--- src/rtl/uart_rx_pkg.sv ---
// -----------------------------------------------------------------------------
// uart_rx_pkg
// Shared UART frame definitions used by the receive path:
//   - frame geometry (data bits, total bits per frame)
//   - parity-mode encodings
//   - bit-period derivation and small combinational helpers
//   - receiver FSM state encodings
// -----------------------------------------------------------------------------
package uart_rx_pkg;

    // Frame geometry: start + 8 data + parity + stop.
    localparam int UART_DATA_BITS  = 8;
    localparam int UART_FRAME_BITS = 11;

    // Parity-mode encodings for the PARITY parameter.
    localparam int PARITY_EVEN = 0;
    localparam int PARITY_ODD  = 1;

    // Receiver FSM states.
    localparam logic [2:0] ST_IDLE      = 3'd0;
    localparam logic [2:0] ST_START     = 3'd1;
    localparam logic [2:0] ST_DATA      = 3'd2;
    localparam logic [2:0] ST_PAR       = 3'd3;
    localparam logic [2:0] ST_STOP      = 3'd4;
    localparam logic [2:0] ST_WAIT_HIGH = 3'd5;

    // System clocks per serial bit; must be at least 4 so that the
    // centre sample and both neighbours fall inside one bit period.
    function automatic int clks_per_bit(input int clk_freq, input int baud_rate);
        return clk_freq / baud_rate;
    endfunction

    // Parity bit the transmitter attaches for the given mode.
    function automatic logic parity_bit(input logic [UART_DATA_BITS-1:0] data,
                                        input int mode);
        return (mode == PARITY_EVEN) ? ^data : ~^data;
    endfunction

    // 2-of-3 majority.
    function automatic logic majority3(input logic a, input logic b, input logic c);
        return (a & b) | (a & c) | (b & c);
    endfunction

endpackage

--- src/rtl/uart_rx_sync.sv ---
// -----------------------------------------------------------------------------
// uart_rx_sync
// Two-flop synchroniser for the asynchronous serial line followed by a
// two-deep history of the synchronised line, giving a 3-tap majority vote
// centred one cycle in the past.
// Ports:
//   clk   : system clock, rising edge
//   reset : asynchronous, active-high reset (all flops preset to idle-high)
//   rx    : raw serial line, asynchronous to clk
//   rx_s  : synchronised line (2 cycles after the pin)
//   vote  : majority of rx_s now, one cycle ago and two cycles ago
// -----------------------------------------------------------------------------
module uart_rx_sync
    import uart_rx_pkg::*;
(
    input  logic clk,
    input  logic reset,
    input  logic rx,
    output logic rx_s,
    output logic vote
);

    logic       meta;
    logic [1:0] taps;   // taps[0] = rx_s one cycle ago, taps[1] = two cycles ago

    // NOTE: every flop here is preset to 1 so a reset looks like an idle line
    // and can never be mistaken for a start bit.
    always_ff @(posedge clk or posedge reset) begin
        if (reset) begin
            meta <= 1'b1;
            rx_s <= 1'b1;
            taps <= 2'b11;
        end else begin
            // NOTE: non-blocking assignments let the chain shift one stage
            // per clock regardless of statement order.
            meta <= rx;
            rx_s <= meta;
            taps <= {taps[0], rx_s};
        end
    end

    // Evaluated in the cycle after the bit centre, so taps[0] is the centre.
    assign vote = majority3(rx_s, taps[0], taps[1]);

endmodule

--- src/rtl/uart_rx.sv ---
// -----------------------------------------------------------------------------
// uart_rx
// UART receiver: start(0), 8 data bits LSB first, parity, stop(1).
// Each bit is decided by a 3-sample majority around its centre; every frame
// is delivered with parity and framing status, errored frames included.
// Parameters:
//   CLK_FREQ  : system clock in Hz
//   BAUD_RATE : line bit rate (CLK_FREQ/BAUD_RATE >= 4)
//   PARITY    : 0 = even (parity = ^data), 1 = odd (parity = ~^data)
// Ports:
//   clk        : system clock, rising edge
//   reset      : asynchronous, active-high reset
//   rx         : serial line, idle high, asynchronous
//   data_rx    : last received byte, held until the next rx_valid
//   rx_valid   : one-cycle pulse per completed frame
//   parity_err : parity mismatch for the frame flagged by rx_valid
//   frame_err  : stop bit sampled low for the frame flagged by rx_valid
//   rx_busy    : high from start detect until the frame ends
// -----------------------------------------------------------------------------
module uart_rx
    import uart_rx_pkg::*;
#(
    parameter int CLK_FREQ  = 60000000,
    parameter int BAUD_RATE = 6000000,
    parameter int PARITY    = 0
) (
    input  logic                      clk,
    input  logic                      reset,
    input  logic                      rx,
    output logic [UART_DATA_BITS-1:0] data_rx,
    output logic                      rx_valid,
    output logic                      parity_err,
    output logic                      frame_err,
    output logic                      rx_busy
);

    localparam int CLKS_PER_BIT = clks_per_bit(CLK_FREQ, BAUD_RATE);
    localparam int CNT_W        = $clog2(CLKS_PER_BIT) + 1;

    // The counter restarts at 0 the cycle after start detect, so the start
    // bit is decided at count HALF (centre + 1). Later bits are one full
    // period apart, the counter restarting after every decision.
    localparam logic [CNT_W-1:0] HALF_CNT = CNT_W'(CLKS_PER_BIT / 2);
    localparam logic [CNT_W-1:0] LAST_CNT = CNT_W'(CLKS_PER_BIT - 1);
    localparam logic [2:0]       LAST_BIT = 3'(UART_DATA_BITS - 1);

    logic                      rx_s;
    logic                      vote;
    logic [2:0]                state;
    logic [CNT_W-1:0]          cnt;
    logic [2:0]                bit_idx;
    logic [UART_DATA_BITS-1:0] shreg;
    logic                      par_err_q;

    uart_rx_sync u_sync (
        .clk   (clk),
        .reset (reset),
        .rx    (rx),
        .rx_s  (rx_s),
        .vote  (vote)
    );

    always_ff @(posedge clk or posedge reset) begin
        if (reset) begin
            state      <= ST_IDLE;
            cnt        <= '0;
            bit_idx    <= '0;
            shreg      <= '0;
            par_err_q  <= 1'b0;
            data_rx    <= '0;
            rx_valid   <= 1'b0;
            parity_err <= 1'b0;
            frame_err  <= 1'b0;
            rx_busy    <= 1'b0;
        end else begin
            rx_valid <= 1'b0;
            cnt      <= cnt + 1'b1;

            case (state)
                ST_IDLE: begin
                    cnt <= '0;
                    if (!rx_s) begin
                        state   <= ST_START;
                        rx_busy <= 1'b1;
                    end
                end

                ST_START: begin
                    if (cnt == HALF_CNT) begin
                        cnt     <= '0;
                        bit_idx <= '0;
                        if (vote) begin
                            // Glitch shorter than half a bit: abandon silently.
                            state   <= ST_IDLE;
                            rx_busy <= 1'b0;
                        end else begin
                            state <= ST_DATA;
                        end
                    end
                end

                ST_DATA: begin
                    if (cnt == LAST_CNT) begin
                        cnt     <= '0;
                        shreg   <= {vote, shreg[UART_DATA_BITS-1:1]};
                        bit_idx <= bit_idx + 1'b1;
                        if (bit_idx == LAST_BIT) begin
                            state <= ST_PAR;
                        end
                    end
                end

                ST_PAR: begin
                    if (cnt == LAST_CNT) begin
                        cnt       <= '0;
                        par_err_q <= (vote != parity_bit(shreg, PARITY));
                        state     <= ST_STOP;
                    end
                end

                ST_STOP: begin
                    if (cnt == LAST_CNT) begin
                        cnt        <= '0;
                        data_rx    <= shreg;
                        parity_err <= par_err_q;
                        frame_err  <= ~vote;
                        rx_valid   <= 1'b1;
                        rx_busy    <= 1'b0;
                        // A low stop bit may be the start of a break; hold
                        // off start detection until the line goes high.
                        state      <= vote ? ST_IDLE : ST_WAIT_HIGH;
                    end
                end

                ST_WAIT_HIGH: begin
                    cnt <= '0;
                    if (rx_s) begin
                        state <= ST_IDLE;
                    end
                end

                default: begin
                    state   <= ST_IDLE;
                    rx_busy <= 1'b0;
                end
            endcase
        end
    end

endmodule
--- config.mk ---
export PLATFORM = sky130hd
export DESIGN_NAME = uart_rx
export DESIGN_NICKNAME = d
export VERILOG_FILES = /design/src/rtl/uart_rx_pkg.sv /design/src/rtl/uart_rx_sync.sv /design/src/rtl/uart_rx.sv
export SDC_FILE = /design/constraint.sdc
export NUM_CORES = 1
export LEC_CHECK = 0
export ABC_AREA = 1
export BUFFER_PORTS_ARGS = -buffer_cell sky130_fd_sc_hd__buf_2
export CAP_MARGIN = 25
export CORE_MARGIN = 2
export CORE_UTILIZATION = 62
export DETAILED_ROUTE_END_ITERATION = 7
export HOLD_SLACK_MARGIN = 0.15
export PLACE_DENSITY_LB_ADDON = 0.08
export SLEW_MARGIN = 10
export SYNTH_ARGS = -nofsm -noshare
export SYNTH_HDL_FRONTEND = slang
export SYNTH_SLANG_ARGS = --single-unit
--- constraint.sdc ---
create_clock -name clk -period 3.5 [get_ports clk]
set_clock_uncertainty 0.15 [all_clocks]
set_input_delay 0.175 -clock clk [delete_from_list [all_inputs] [get_ports clk]]
set_output_delay 0.175 -clock clk [all_outputs]
set_load 0.005 [all_outputs]
==> results by group, run 1 <==
Run status
  • Status: complete, no violations

Global route
  • M1 GR Usage: 0.267
  • Met3 usage: 0.0703
  • Largest net degree at the start of global routing: 20
  • GRT busiest layer: met2
  • Met2 Use GR: 0.389
  • First-pass GRT wire length: 5.62 mm
  • GR Overflow Total: 0
  • Total GRT Usage: 0.225
  • Number of global-route vias before repair: 1360
  • Initial antenna violation count: 0

Setup path
  • Crit-path max FO: 19
  • Crit path arrival time: 1.94 ns
  • Critical path's top delay family: simple AND/OR/NAND/NOR gates
  • CP Capture Point: data_rx[0]
  • Slowest stage cell, crit path: dfrtp_1
  • RR Endpoint: data_rx[0]
  • Worst setup path startpoint: cnt[1]
  • Crit path cell chain: inv_1 -> ha_1 -> inv_1 -> nor2_2 -> nand3_2 -> inv_1 -> nand2_2 -> inv_1 -> nand2_1 -> nand2_1
  • Flop2flop setup slack: ~1.7 ns
  • Critical path depth: 10
  • Crit path launch type: flop
  • CP Class: reg -> reg
  • Crit end category: flop
  • CP most frequent cell: inv_1
  • Reg2reg start: cnt[1]
  • CP Buf/Inv Count: 4
  • Critical Path Max Stage Delay: 0.42 ns
  • Worst path required time: ~3.6 ns
  • FF-to-FF path depth: 10

Cells and area
  • # diodes: 0
  • Share of cells above drive strength 1: 0.226
  • Final Instance Area: 1950 sq um
  • Fin util: 0.721
  • Final Net Count: 232
  • Area Growth Syn to Fin: 12.1%

Logic synthesis
  • #FFs+latches synth: 36
  • Ys async rst share: 1.00
  • Post-Synth XOR/XNOR Area: 0.0352
  • Area contributors post-synth: dfrtp_1 (46%), nand2_1 (14%), dfstp_2 (6.0%)
  • Simple-gate area share of the yosys netlist: 0.256
  • Synthesized netlist net count: ~210
  • Synth cell count leaders: nand2_1 (67), dfrtp_1 (32), inv_1 (18)
  • Unique masters post-synth: 24
  • Mapped Area: ~1700 sq um
  • Cell count after synthesis: 201
  • Post-synthesis compound-gate area fraction: 0.101
  • Seq/Total Area, Yosys: 0.520
  • Largest area contributor in the netlist: dfrtp_1
  • Post-synth top area share: 0.460
  • Most common cell in the synthesized netlist: nand2_1
  • Main combinational cell family by area after synthesis: simple AND/OR/NAND/NOR gates
  • Warnings from Yosys: 0
  • Synth Area in Adders: 0.0287
  • Top_reg_cell synth: dfrtp_1
  • Number of flops mapped to enable cells by yosys: 0
  • Post-synthesis mux area share: 0
  • Syn avg cell area: slightly below 9 sq um

Timing
  • Hold violation count in the final report: 0
  • Final setup viols: 0
  • Peak Freq: 0.554 GHz
  • Setup TNS: 0 ns
  • Tmin final: 1.80 ns
  • Worst slew margin: 0.592
  • Final Max Slew Viols: 0
  • Worst-Margin Slew: 0.612 ns
  • RSZ-0062 raised after global routing: false
  • Crit share post-route: 0.516

Die
  • Die X-Extent: 57 um
  • Starting Density: 0.643
  • # rows: 19
  • Core Region: 2710 sq um
  • Ports: 15
  • Die area: 3250 sq um
  • Chip Height: 57 um

Placement
  • Port Buffers: 14
  • Final GP Congestion: 0.873
  • Area after DPL: 1870 sq um
  • DP HPWL: roughly 2.3 mm

Clocking
  • CTS max path bufs: 2
  • CTS tree: built
  • Clock sinks: 36
  • Clock latency on the worst-skew pair: approximately 0.34 ns
  • Post-CTS sizing: 0
  • CTS root buf: clkbuf_4
  • TritonCTS Buffers: 5
  • CTS H-tree depth: 2
  • Clock transition at the registers of the reported paths: between 0.1 and 0.15 ns

Power and ir drop
  • Internal power: 0.730 mW
  • Sw frac: 0.384
  • Clock Power Share: 0.196
  • Pwr dens: 607 nW/um^2
  • Leakage power: slightly above 1 nW
  • Comb pwr share: 0.330
  • Power share of the sequential group: 0.474
  • Peak supply drop: between 0.0005 and 0.0006 V
  • Sw power: around 0.46 mW

Detailed routing
  • Post-DR vias/cell: between 5 and 6
  • Drt drc: 0
  • Detailed Route Iter0 Violations: 66
  • Vias: 1344
  • WL/cell: 12.3 um
  • DRT Pass-1 Iters: 4
  • DRT antenna net count: 0
  • Routed WL: roughly 3.2 mm

Run
  • Max Cap Viol: 0

Worst hold path
  • HP Class: reg -> reg
## metal layers
layer  vias up  wire length [um]
li1        680                 -
met1       636              1400
met2        22              1620
met3         6                99
met4         0                37
met5         -                 0
## flip-flops by register name (all words and copies together), names as in the netlist
register / flops
data_rx: 8
shreg: 8
cnt: 5
bit_idx: 3
state: 3
u_sync.taps: 2
frame_err: 1
par_err_q: 1
parity_err: 1
rx_busy: 1
rx_valid: 1
u_sync.meta: 1
u_sync.rx_s: 1
## logic make-up after synthesis
group | Yosys count
flip-flops | 36
AND/OR/NAND/NOR | 102
XOR/XNOR | 7
AO/OA/AOI/OAI | 28
buffers and inverters | 24
adder cells (fa/ha/maj) | 4
## metrics by stage
| step | setup slack (ns) | hold WS [ns] | cells | power (mW) |
|---|---|---|---|---|
| finish | 1.70 | 0.212 | 257 | 1.19 |
| global route | 1.44 | 0.220 | 257 | 1.28 |
| CTS | 1.68 | 0.212 | 257 | 1.19 |
| detailed placement | 1.71 | 0.127 | 247 | 0.960 |
| global placement | 1.80 | 0.131 | 246 | 0.927 |
| floorplan | 1.93 | 0.0295 | 201 | 0.865 |
## layout by cell type (no fill, tap or decap), types with 4 or more instances in the layout
| master | Yosys | routed |
|---|---|---|
| nand3_1 | 10 | 10 |
| o21ai_0 | 11 | 11 |
| inv_1 | 18 | 18 |
| nand2_1 | 67 | 67 |
| xor2_1 | 4 | 4 |
| ha_1 | 4 | 4 |
| o21ai_2 | 9 | 9 |
| buf_2 | 0 | 14 |
| inv_2 | 4 | 4 |
| dfrtp_1 | 32 | 32 |
| dfstp_2 | 4 | 4 |
| clkbuf_4 | 0 | 5 |
| o21ai_1 | 4 | 4 |
| nor2_1 | 13 | 13 |
## how the worst min path moves through the flow
stage	start	end	cells after the start
finish	u_sync.meta	u_sync.rx_s	0
global placement	rx	u_sync.meta	1
detailed placement	reset	rx_valid	2
floorplan	rx	u_sync.meta	0
CTS	u_sync.meta	u_sync.rx_s	0
global route	u_sync.meta	u_sync.rx_s	0
## timing repair
item                      in CTS  in global routing
hold buffers                   2                  0
hold endpoints to repair      29                  0
buffers inserted               0                  0
## area by class of cell
| cell class | count | area [sq um] |
|---|---|---|
| clock buffer | 8 | 58.8 |
| timing repair buffer | 19 | 133 |
| multi-input combinational | 141 | 734 |
| inverter | 22 | 82.6 |
| sequential | 36 | 906 |
| tap | 31 | 38.8 |
| fill | 214 | 757 |
## worst register-to-register path, stage by stage (launching register included)
cell and delay [ns]:
dfrtp_1 0.42, inv_1 0.07, ha_1 0.13, inv_1 0.04, nor2_2 0.11, nand3_2 0.15
inv_1 0.10, nand2_2 0.24, inv_1 0.20, nand2_1 0.07, nand2_1 0.06
## power groups by stage
stage	Clock (mW)	Combinational (mW)	Sequential (mW)
floorplan	0	0.313	0.551
global placement	0	0.364	0.563
detailed placement	0	0.390	0.569
CTS	0.236	0.394	0.561
global route	0.253	0.457	0.574
finish	0.232	0.391	0.562
Note: power is estimated with default switching activity, not from simulation.
==> run 2, diff against run 1 <==
--- a/config.mk
+++ b/config.mk
@@ -9,7 +9,7 @@
 export BUFFER_PORTS_ARGS = -buffer_cell sky130_fd_sc_hd__buf_2
 export CAP_MARGIN = 25
 export CORE_MARGIN = 2
-export CORE_UTILIZATION = 62
+export CORE_UTILIZATION = 58
 export DETAILED_ROUTE_END_ITERATION = 7
 export HOLD_SLACK_MARGIN = 0.15
 export PLACE_DENSITY_LB_ADDON = 0.08
==> constraint.sdc (replaced) <==
create_clock -name clk -period 1.7 [get_ports clk]
set_clock_uncertainty 0.15 [all_clocks]
set_input_delay 0.085 -clock clk [delete_from_list [all_inputs] [get_ports clk]]
set_output_delay 0.085 -clock clk [all_outputs]
set_load 0.005 [all_outputs]
==> run 2 against run 1 <==
- the run now ends with DRC left
- non-clock buffer count increased by 4
- register-to-register slack got worse by 1.7 ns
- final cell count increased by 1.6%
- core utilization increased by 1.5 points
- sequential cell count unchanged
- maximum frequency increased by 7.8%
- count of clock-buffer cells in the layout decreased by 2
==> results by group, run 2 (synthesized netlist as in run 1, its figures left out) <==
Run status
  • Status: complete, but fails checks (was complete, no violations)
  • Failing checks: DRC

Clocking
  • CTS root buf: clkbuf_4 (unchanged)
  • Clock sinks: 36 (unchanged)
  • CTS H-tree depth: 2 (unchanged)
  • Clock latency on the worst-skew pair: 0.34 ns (about the same)
  • CTS tree: built (unchanged)
  • CTS max path bufs: 2 (unchanged)
  • Clock transition at the registers of the reported paths: 0.10 ns (was 0.11 ns)
  • TritonCTS Buffers: 5 (unchanged)

Global route
  • Total GRT Usage: 0.209 (was 0.225)
  • GR Overflow Total: 0 (unchanged)
  • Initial antenna violation count: 0 (unchanged)
  • First-pass GRT wire length: 5.42 mm (was 5.62 mm)
  • Number of global-route vias before repair: 1336 (was 1360)
  • Largest net degree at the start of global routing: 37 (was 20)

Timing
  • Hold violation count in the final report: 0 (unchanged)
  • Final Max Slew Viols: 0 (unchanged)
  • Tmin final: 1.67 ns (was 1.80 ns)
  • Final setup viols: 0 (unchanged)
  • Final hold slack: 0.210 ns (was 0.212 ns)
  • Crit share post-route: 0.984 (was 0.516)
  • Peak Freq: 0.598 GHz (was 0.554 GHz)
  • Worst slew margin: 0.685 (was 0.592)
  • RSZ-0062 raised after global routing: true (was false)
  • Worst-Margin Slew: 0.467 ns (was 0.612 ns)

Power and ir drop
  • Internal power: 1.70 mW (was 0.730 mW)
  • Clock Power Share: 0.215 (was 0.196)
  • Peak supply drop: 0.000987 V (was 0.000516 V)
  • Pwr dens: 1330 nW/um^2 (was 607 nW/um^2)
  • Sw power: 1.05 mW (was 0.455 mW)
  • Comb pwr share: 0.361 (was 0.330)
  • Leakage power: 1.08 nW (was 1.03 nW)
  • Sw frac: 0.382 (was 0.384)
  • Power share of the sequential group: 0.424 (was 0.474)

Die
  • Core Region: 2810 sq um (was 2710 sq um)
  • Starting Density: 0.621 (was 0.643)
  • Die area: 3460 sq um (was 3250 sq um)
  • Die X-Extent: 58.8 um (was 57 um)
  • # rows: 19 (unchanged)
  • Chip Height: 58.8 um (was 57 um)
  • Ports: 15 (unchanged)

Setup path
  • CP Class: reg -> reg (unchanged)
  • Crit path arrival time: 1.78 ns (was 1.94 ns)
  • FF-to-FF path depth: 10 (unchanged)
  • Worst path required time: 1.80 ns (was 3.63 ns)
  • Crit-path max FO: 5 (was 19)
  • Crit end category: flop (unchanged)
  • Crit path launch type: flop (unchanged)

Detailed routing
  • WL/cell: 12.6 um (was 12.3 um)
  • Post-DR vias/cell: 5.30 (was 5.23)
  • DRT antenna net count: 0 (unchanged)
  • Routed WL: 3.30 mm (was 3.16 mm)
  • DRT Pass-1 Iters: 6 (was 4)
  • Drt drc: 2 (was 0)
  • Detailed Route Iter0 Violations: 52 (was 66)
  • Vias: 1382 (was 1344)

Placement
  • DP Cell Count: 248 (was 247)
  • Area after DPL: 1870 sq um (unchanged)
  • Port Buffers: 14 (unchanged)
  • Final GP Congestion: 0.811 (was 0.873)
  • DP HPWL: 2.18 mm (was 2.34 mm)

Cells and area
  • Area Growth Syn to Fin: 18.5% (was 12.1%)
  • Final Net Count: 236 (was 232)
  • Biggest regs: data_rx x8, shreg x8, cnt x5 (unchanged)
  • Share of cells above drive strength 1: 0.291 (was 0.226)
  • Number of fill cells in the layout: 210 (was 214)
  • # diodes: 0 (unchanged)
  • Most frequent cells in the layout: nand2_1 (62), dfrtp_1 (32), inv_1 (16), buf_2 (14), nor2_1 (11) (was nand2_1 (67), dfrtp_1 (32), inv_1 (18), buf_2 (14), nor2_1 (13))
  • Layout Cells excl Fill: 261 (was 257)
  • Leading cell type in the layout, fill and taps excluded: nand2_1 (unchanged)
  • Final Instance Area: 2060 sq um (was 1950 sq um)

Worst hold path
  • HP Class: reg -> reg (unchanged)
  • Min-Delay Path Depth: 0 (unchanged)

Run
  • Max Cap Viol: 0 (unchanged)
## run 2: worst max-delay path, cell delays in order, from the launching register on
cell and delay (ns):
dfrtp_1 0.41, inv_2 0.08, ha_4 0.12, inv_2 0.04, nor2_4 0.11, nand3_4 0.11
nand2_2 0.10, nand2_4 0.07, nor2_4 0.16, nand2_2 0.09, o21bai_1 0.17
## run 2: final timing paths
kind,start,endpoint,slack [ns]
min in group asynchronous,reset,data_rx[3],0.25
max in group asynchronous,reset,u_sync.taps[0],0.79
setup / recovery,cnt[1],state[1],0.03
hold reg to reg,u_sync.meta,u_sync.rx_s,0.21
setup reg to reg,cnt[1],state[1],0.03
hold / removal,u_sync.meta,u_sync.rx_s,0.21
## run 2: per-stage QoR
stage | setup TNS (ns) | utilization | power (mW) | worst slack, ns
6_report | 0 | 0.736 | 2.75 | 0.0266
2_1_floorplan | 0 | - | 1.78 | 0.127
4_1_cts | 0 | 0.716 | 2.64 | 0.00969
3_5_place_dp | -0.847 | 0.668 | 1.99 | -0.0884
5_1_grt | -0.250 | 0.736 | 2.93 | -0.0596
3_3_place_gp | 0 | 0.668 | 1.93 | 0.0192
## run 2: per-layer routing
layer / GRT usage / part of all wire
met5: 0 / 0
met4: 0.0779 / 0.018
met3: 0.0593 / 0.045
met2: 0.381 / 0.51
met1: 0.229 / 0.43
## run 2: layout make-up
cell class	count	area (sq um)	area share
Sequential cell	36	906	0.439
Multi-Input combinational cell	141	802	0.388
Timing Repair Buffer	23	159	0.0770
Inverter	22	82.6	0.0400
Clock buffer	6	41.3	0.0200
Tap cell	31	38.8	0.0188
Clock inverter	2	35.0	0.0170
## run 2: power by group through the flow
stage	Sequential, mW	Combinational (mW)	Clock [mW]
after global placement	1.15	0.779	0
after floorplan	1.14	0.645	0
after global routing	1.19	1.10	0.633
after CTS	1.14	0.900	0.600
final	1.17	0.992	0.592
after detailed placement	1.16	0.829	0
## run 2: timing repair
action	4_1_cts	5_1_grt
endpoints found under the setup margin	20	19
pin swaps	2	6
resized for setup	7	13
setup buffers	1	2
hold buffers	2	0
endpoints found under the hold margin	37	0
